==> config.mk <==
export PLATFORM = sky130hd
export DESIGN_NAME = fwd_chk_select
export DESIGN_NICKNAME = d
export VERILOG_FILES = /design/src/rtl/fwd_chk_pkg.sv /design/src/rtl/fwd_chk_select.sv
export SDC_FILE = /design/constraint.sdc
export NUM_CORES = 1
export LEC_CHECK = 0
export CORE_MARGIN = 2
export CORE_UTILIZATION = 26
export DETAILED_ROUTE_END_ITERATION = 8
export PLACE_DENSITY = 0.8
export SLEW_MARGIN = 20
export SYNTH_ARGS = -nofsm -noshare
export SYNTH_HDL_FRONTEND = slang
export SYNTH_SLANG_ARGS = --single-unit
==> constraint.sdc <==
create_clock -name vclk -period 2.5
set_clock_uncertainty 0.1 [all_clocks]
set_input_delay 0.375 -clock vclk [all_inputs]
set_output_delay 0.375 -clock vclk [all_outputs]
set_load 0.01 [all_outputs]
==> src/rtl/fwd_chk_pkg.sv <==
// Shared types for the forwarding scoreboard checker: shadow pipeline entries,
// checker state encoding and the "source = register file" code.
package fwd_chk_pkg;

  localparam int REG_ADDR_W  = 5;
  localparam int SRC_REGFILE = 0;

  typedef struct packed {
    logic                  valid;
    logic [REG_ADDR_W-1:0] rd;
    logic                  reg_write;
  } stage_entry_t;

  // Destination half of the EX shadow entry; source addresses live beside it
  // because their count is a module parameter.
  typedef struct packed {
    logic                  valid;
    logic                  reg_write;
    logic [REG_ADDR_W-1:0] rd;
  } ex_entry_t;

  typedef enum logic {
    ST_RUN,
    ST_FAULT
  } chk_state_t;

  function automatic stage_entry_t ex_to_stage(input ex_entry_t e);
    stage_entry_t s;
    s.valid     = e.valid;
    s.rd        = e.rd;
    s.reg_write = e.reg_write;
    return s;
  endfunction

  function automatic logic writer_qualifies(input stage_entry_t s);
    return s.valid && s.reg_write && (s.rd != '0);
  endfunction

endpackage

==> src/rtl/fwd_chk_select.sv <==
// Youngest-match forwarding selector for one ALU operand: picks the result of
// the youngest qualifying writer stage, else the register-file read data.
module fwd_chk_select
  import fwd_chk_pkg::*;
#(
  parameter int XLEN      = 32,
  parameter int FWD_DEPTH = 2,
  parameter int SRC_W     = 2
) (
  input  logic [REG_ADDR_W-1:0]           rs_addr,
  input  logic [FWD_DEPTH-1:0]            stg_qual,
  input  logic [FWD_DEPTH*REG_ADDR_W-1:0] stg_rd,
  input  logic [FWD_DEPTH*XLEN-1:0]       fwd_data,
  input  logic [XLEN-1:0]                 rf_data,
  output logic [XLEN-1:0]                 exp_data,
  output logic [SRC_W-1:0]                src
);

  // Walk oldest to youngest so the last hit (the youngest stage) wins.
  always_comb begin
    exp_data = rf_data;
    src      = SRC_W'(SRC_REGFILE);
    for (int k = FWD_DEPTH - 1; k >= 0; k--) begin
      if ((rs_addr != '0) && stg_qual[k] &&
          (stg_rd[k*REG_ADDR_W +: REG_ADDR_W] == rs_addr)) begin
        exp_data = fwd_data[k*XLEN +: XLEN];
        src      = SRC_W'(k + 1);
      end
    end
  end

endmodule

Word level (Yosys, flattened, before mapping). Index checks and enable logic that the tools add are counted.

Flip-flop bits (word level): 0. Output and inout bits: 34.

Eq/ne operators: 2. Multiplexer cells: 4. Reduce and logical (&&, ||, !) cells: 5.

Operator list (number): 32-bit two-way mux (2); 5-bit equality test (2); 5-bit nonzero test (1); 1-bit logical AND (4); 2-bit two-way mux (2).

Depth between registers and ports, before layout.
Depth after elaboration: 5. Gate-level depth with buffers: 6. Depth with buffers taken out: 5.

Worst setup path before layout. Ideal clock, no wire load.

Path kind: input to output. Start: in rs_addr[1]. End: out exp_data[10]. Data arrival time: 1.712 ns. Setup slack: 0.313 ns. Cell stages on the path: 6. Buffers on the path: 2. Cells stage by stage: or4_4 -> o211ai_2 -> buf_4 -> buf_2 -> o21ai_0 -> a31oi_1.

Cells in the longest elaborated chain, start to end: 5.

Ends and longest elaborated chain: from (decl) (RTL line fwd_chk_select.sv:10) `input logic [REG_ADDR_W-1:0] rs_addr,`; 5-bit nonzero test (RTL line fwd_chk_select.sv:24) `if ((rs_addr != '0) && stg_qual[k] &&`; 1-bit logical AND (2 in series) (RTL line fwd_chk_select.sv:24); 32-bit two-way mux (RTL line fwd_chk_select.sv:24); 32-bit two-way mux (*) (RTL line fwd_chk_select.sv:24); to (decl) (RTL line fwd_chk_select.sv:15) `output logic [XLEN-1:0] exp_data,`.

Every way passes the cells marked *; elsewhere a longest branch is shown, timed or not.

Final worst setup path.
Start: in rs_addr[4]. End: out exp_data[19].

The elaborated chain is that of the path after synthesis.

==> metrics.md <==
| Metric | Value |
|---|---|
| Part of the Yosys area used for sequential elements | 0 |
| Clock buf count | 0 |
| Drt total wl | roughly 6.5 mm |
| Design area | about 2800 µm² |
| Ant. Diodes | 0 |
| Min-Delay Path Class | input pin to primary output |
| Leakage | around 1.2 nW |
| PnR worst setup slack | -6.167 ps |
| Peak VDD IR | about 0.00011 V |
| Slew HR | 0.7559 |
| Status | finished with violations |
| Vias per Instance | 5.219 |
| Mean area per synthesized cell | ~5.5 µm² |
| Failing checks | setup timing |
| Initial Utilization | 0.2743 |
| Required @ worst endpoint | approximately 2000 ps |
| Tot GR Track Use | 0.2552 |
| Fraction of layout cells with a size suffix above 1 | 0.2330 |
| Setup CP Type | input pin to primary output |
| Area of the core | slightly above 4000 µm² |
| Multi-input logic area | approximately 980 µm² |
| Pre-CTS setup slack | -680.2 ps |
| Max Cap Viol | 0 |
| Cell count after synthesis | around 200 |
| Worst slew pin tran | about 370 ps |
| Fin crit period | around 2500 ps |
| RSZ-0062 raised after global routing | yes |
| First-pass GRT wire length | roughly 10 mm |
| Yosys cell types | 16 |
| Buffers added on ports | around 150 |
| Vias | about 2.1k |
| Die Wd | 69.67 µm |
| Fin. max-slew vios | 0 |
| Congestion Overflow GR | 0 |
| DP Area | between 2000 and 3000 µm² |
| Sequential cells | 0 |
| CTS Hold Bufs | 0 |
| Count of nets after finishing | ~470 |
| Area of the die | 4853 µm² |
| Final cycle utilization of the critical path | 1.002 |
| Pin count of the biggest net entering global routing | 33 |
| Netlist Area Pre-Place | about 1100 µm² |
| Critical Path Sink Type | primary output |
| Chip Height | between 60 and 70 µm |
| Avg WL per Cell | 16.06 µm |
| # fillers | 367 |
| Worst EP arrival | about 2000 ps |
| # rows | 23 |
| Vias in the first global route | between 2k and 2.5k |
| Post-DRT Antenna Nets | 0 |
| Number of setup violations in the final report | 1 |
| Net Count, Synth | roughly 320 |
| Finished Layout Cells | about 400 |
| Placed insts | a little under 400 |
| Fin util | 0.6938 |
| Total power | roughly 0.5 mW |
| Final Hold Fails | 0 |
| Area grow syn2layout | 152.9% |
| Initial antenna violation count | 0 |
| DRC | 0 |
| Power per cell area | 173.7 nW/µm² |
| Register area | 0 µm² |
| # IOs | approximately 150 |
| Detail Placement HPWL | 4.107 mm |
| Synthesis Warnings | 0 |
| Initial DRC count | 110 |
| GPL Wtd Cong | between 0.8 and 0.9 |
| DR pass1 iterations | 4 |
| Maximum clock rate | 0.3990 GHz |
| Critical path peak fanout | 4 |
| Worst setup SP type | input pin |
## per-layer routing
metal / share of wire / wire (µm) / track usage
met5: 0 / 0 / 0
met4: 0.024 / 155 / 0.06197
met3: 0.084 / 544 / 0.04215
met2: 0.49 / 3192 / 0.4808
met1: 0.40 / 2563 / 0.2973
## path summary, 6_finish.rpt
check | startpoint | to | slack (ps) | cells after the start
max | rs_addr[4] | exp_data[19] | -6 | 9
min | rf_data[6] | exp_data[6] | 1330 | 4
## stage by stage
step | hold slack (ps) | TNS, ps
2_1_floorplan | 824.3 | 0
3_3_place_gp | 1655 | -20220
3_5_place_dp | 1659 | -21290
4_1_cts | 1324 | -49.83
5_1_grt | 1358 | -307.6
6_report | 1328 | -6.167
## layout make-up
| type | instances | area share |
|---|---|---|
| inverter | 33 | 0.04369 |
| multi-input combinational | 145 | 0.3442 |
| tap | 50 | 0.02207 |
| timing repair buffer | 174 | 0.5900 |
## cell families after synthesis
logic type             count (synthesis)  synth area share
buffers and inverters                 57            0.2210
XOR/XNOR                              10           0.07812
AO/OA/AOI/OAI                         66            0.3437
AND/OR/NAND/NOR                       69            0.3571
## power by group
| part | switching (mW) | leakage (nW) | total [mW] | internal (mW) |
|---|---|---|---|---|
| Sequential | 0 | 0 | 0 | 0 |
| Clock | 0 | 0 | 0 | 0 |
| Combinational | 0.194 | 1.17 | 0.492 | 0.299 |
| Total | 0.194 | 1.17 | 0.492 | 0.299 |
## synthesized netlist by cell type
master | instances | area share
inv_1 | 33 | 0.11
xnor2_1 | 10 | 0.078
or4_4 | 1 | 0.010
buf_4 | 6 | 0.040
nand4_1 | 2 | 0.011
clkbuf_1 | 9 | 0.030
o211ai_2 | 2 | 0.022
nor3_1 | 32 | 0.14
o21ai_0 | 29 | 0.13
nor3_2 | 1 | 0.0089
buf_2 | 8 | 0.036
or2_1 | 1 | 0.0056
clkbuf_2 | 1 | 0.0045
or3_1 | 32 | 0.18
a31oi_1 | 32 | 0.18
o21ai_1 | 3 | 0.013
## worst max-delay path: stages
cell      delay (ps)
buf_6             90
or4_4            560
o211ai_4         220
buf_12           150
buf_12           110
buf_12           100
o21ai_2           50
a31oi_1          200
buf_2            160
## timing repair
| action | 4_1_cts | 5_1_grt |
|---|---|---|
| endpoints found under the setup margin | 34 | 34 |
| gates cloned | 7 | 0 |
| pin swaps | 22 | 22 |
| buffers inserted | 9 | 4 |
| gates resized for setup | 202 | 19 |
## cell usage in the layout (no fill, tap or decap), types with 2 or more instances in the layout
cell / netlist / layout
clkdlybuf4s50_1: 0 / 102
buf_16: 0 / 2
dlygate4sd2_1: 0 / 2
or3_1: 32 / 31
o211ai_4: 0 / 2
buf_6: 0 / 7
buf_12: 0 / 7
o21ai_1: 3 / 25
a31oi_1: 32 / 30
a31oi_2: 0 / 2
inv_1: 33 / 33
clkdlybuf4s15_1: 0 / 5
buf_2: 8 / 34
nor3_1: 32 / 32
o21ai_0: 29 / 2
clkbuf_2: 1 / 2
o21ai_2: 0 / 5
xnor2_2: 0 / 4
xnor2_1: 10 / 5
nand4_1: 2 / 2
buf_4: 6 / 11
No activity file was read; power rests on OpenSTA's default activity.
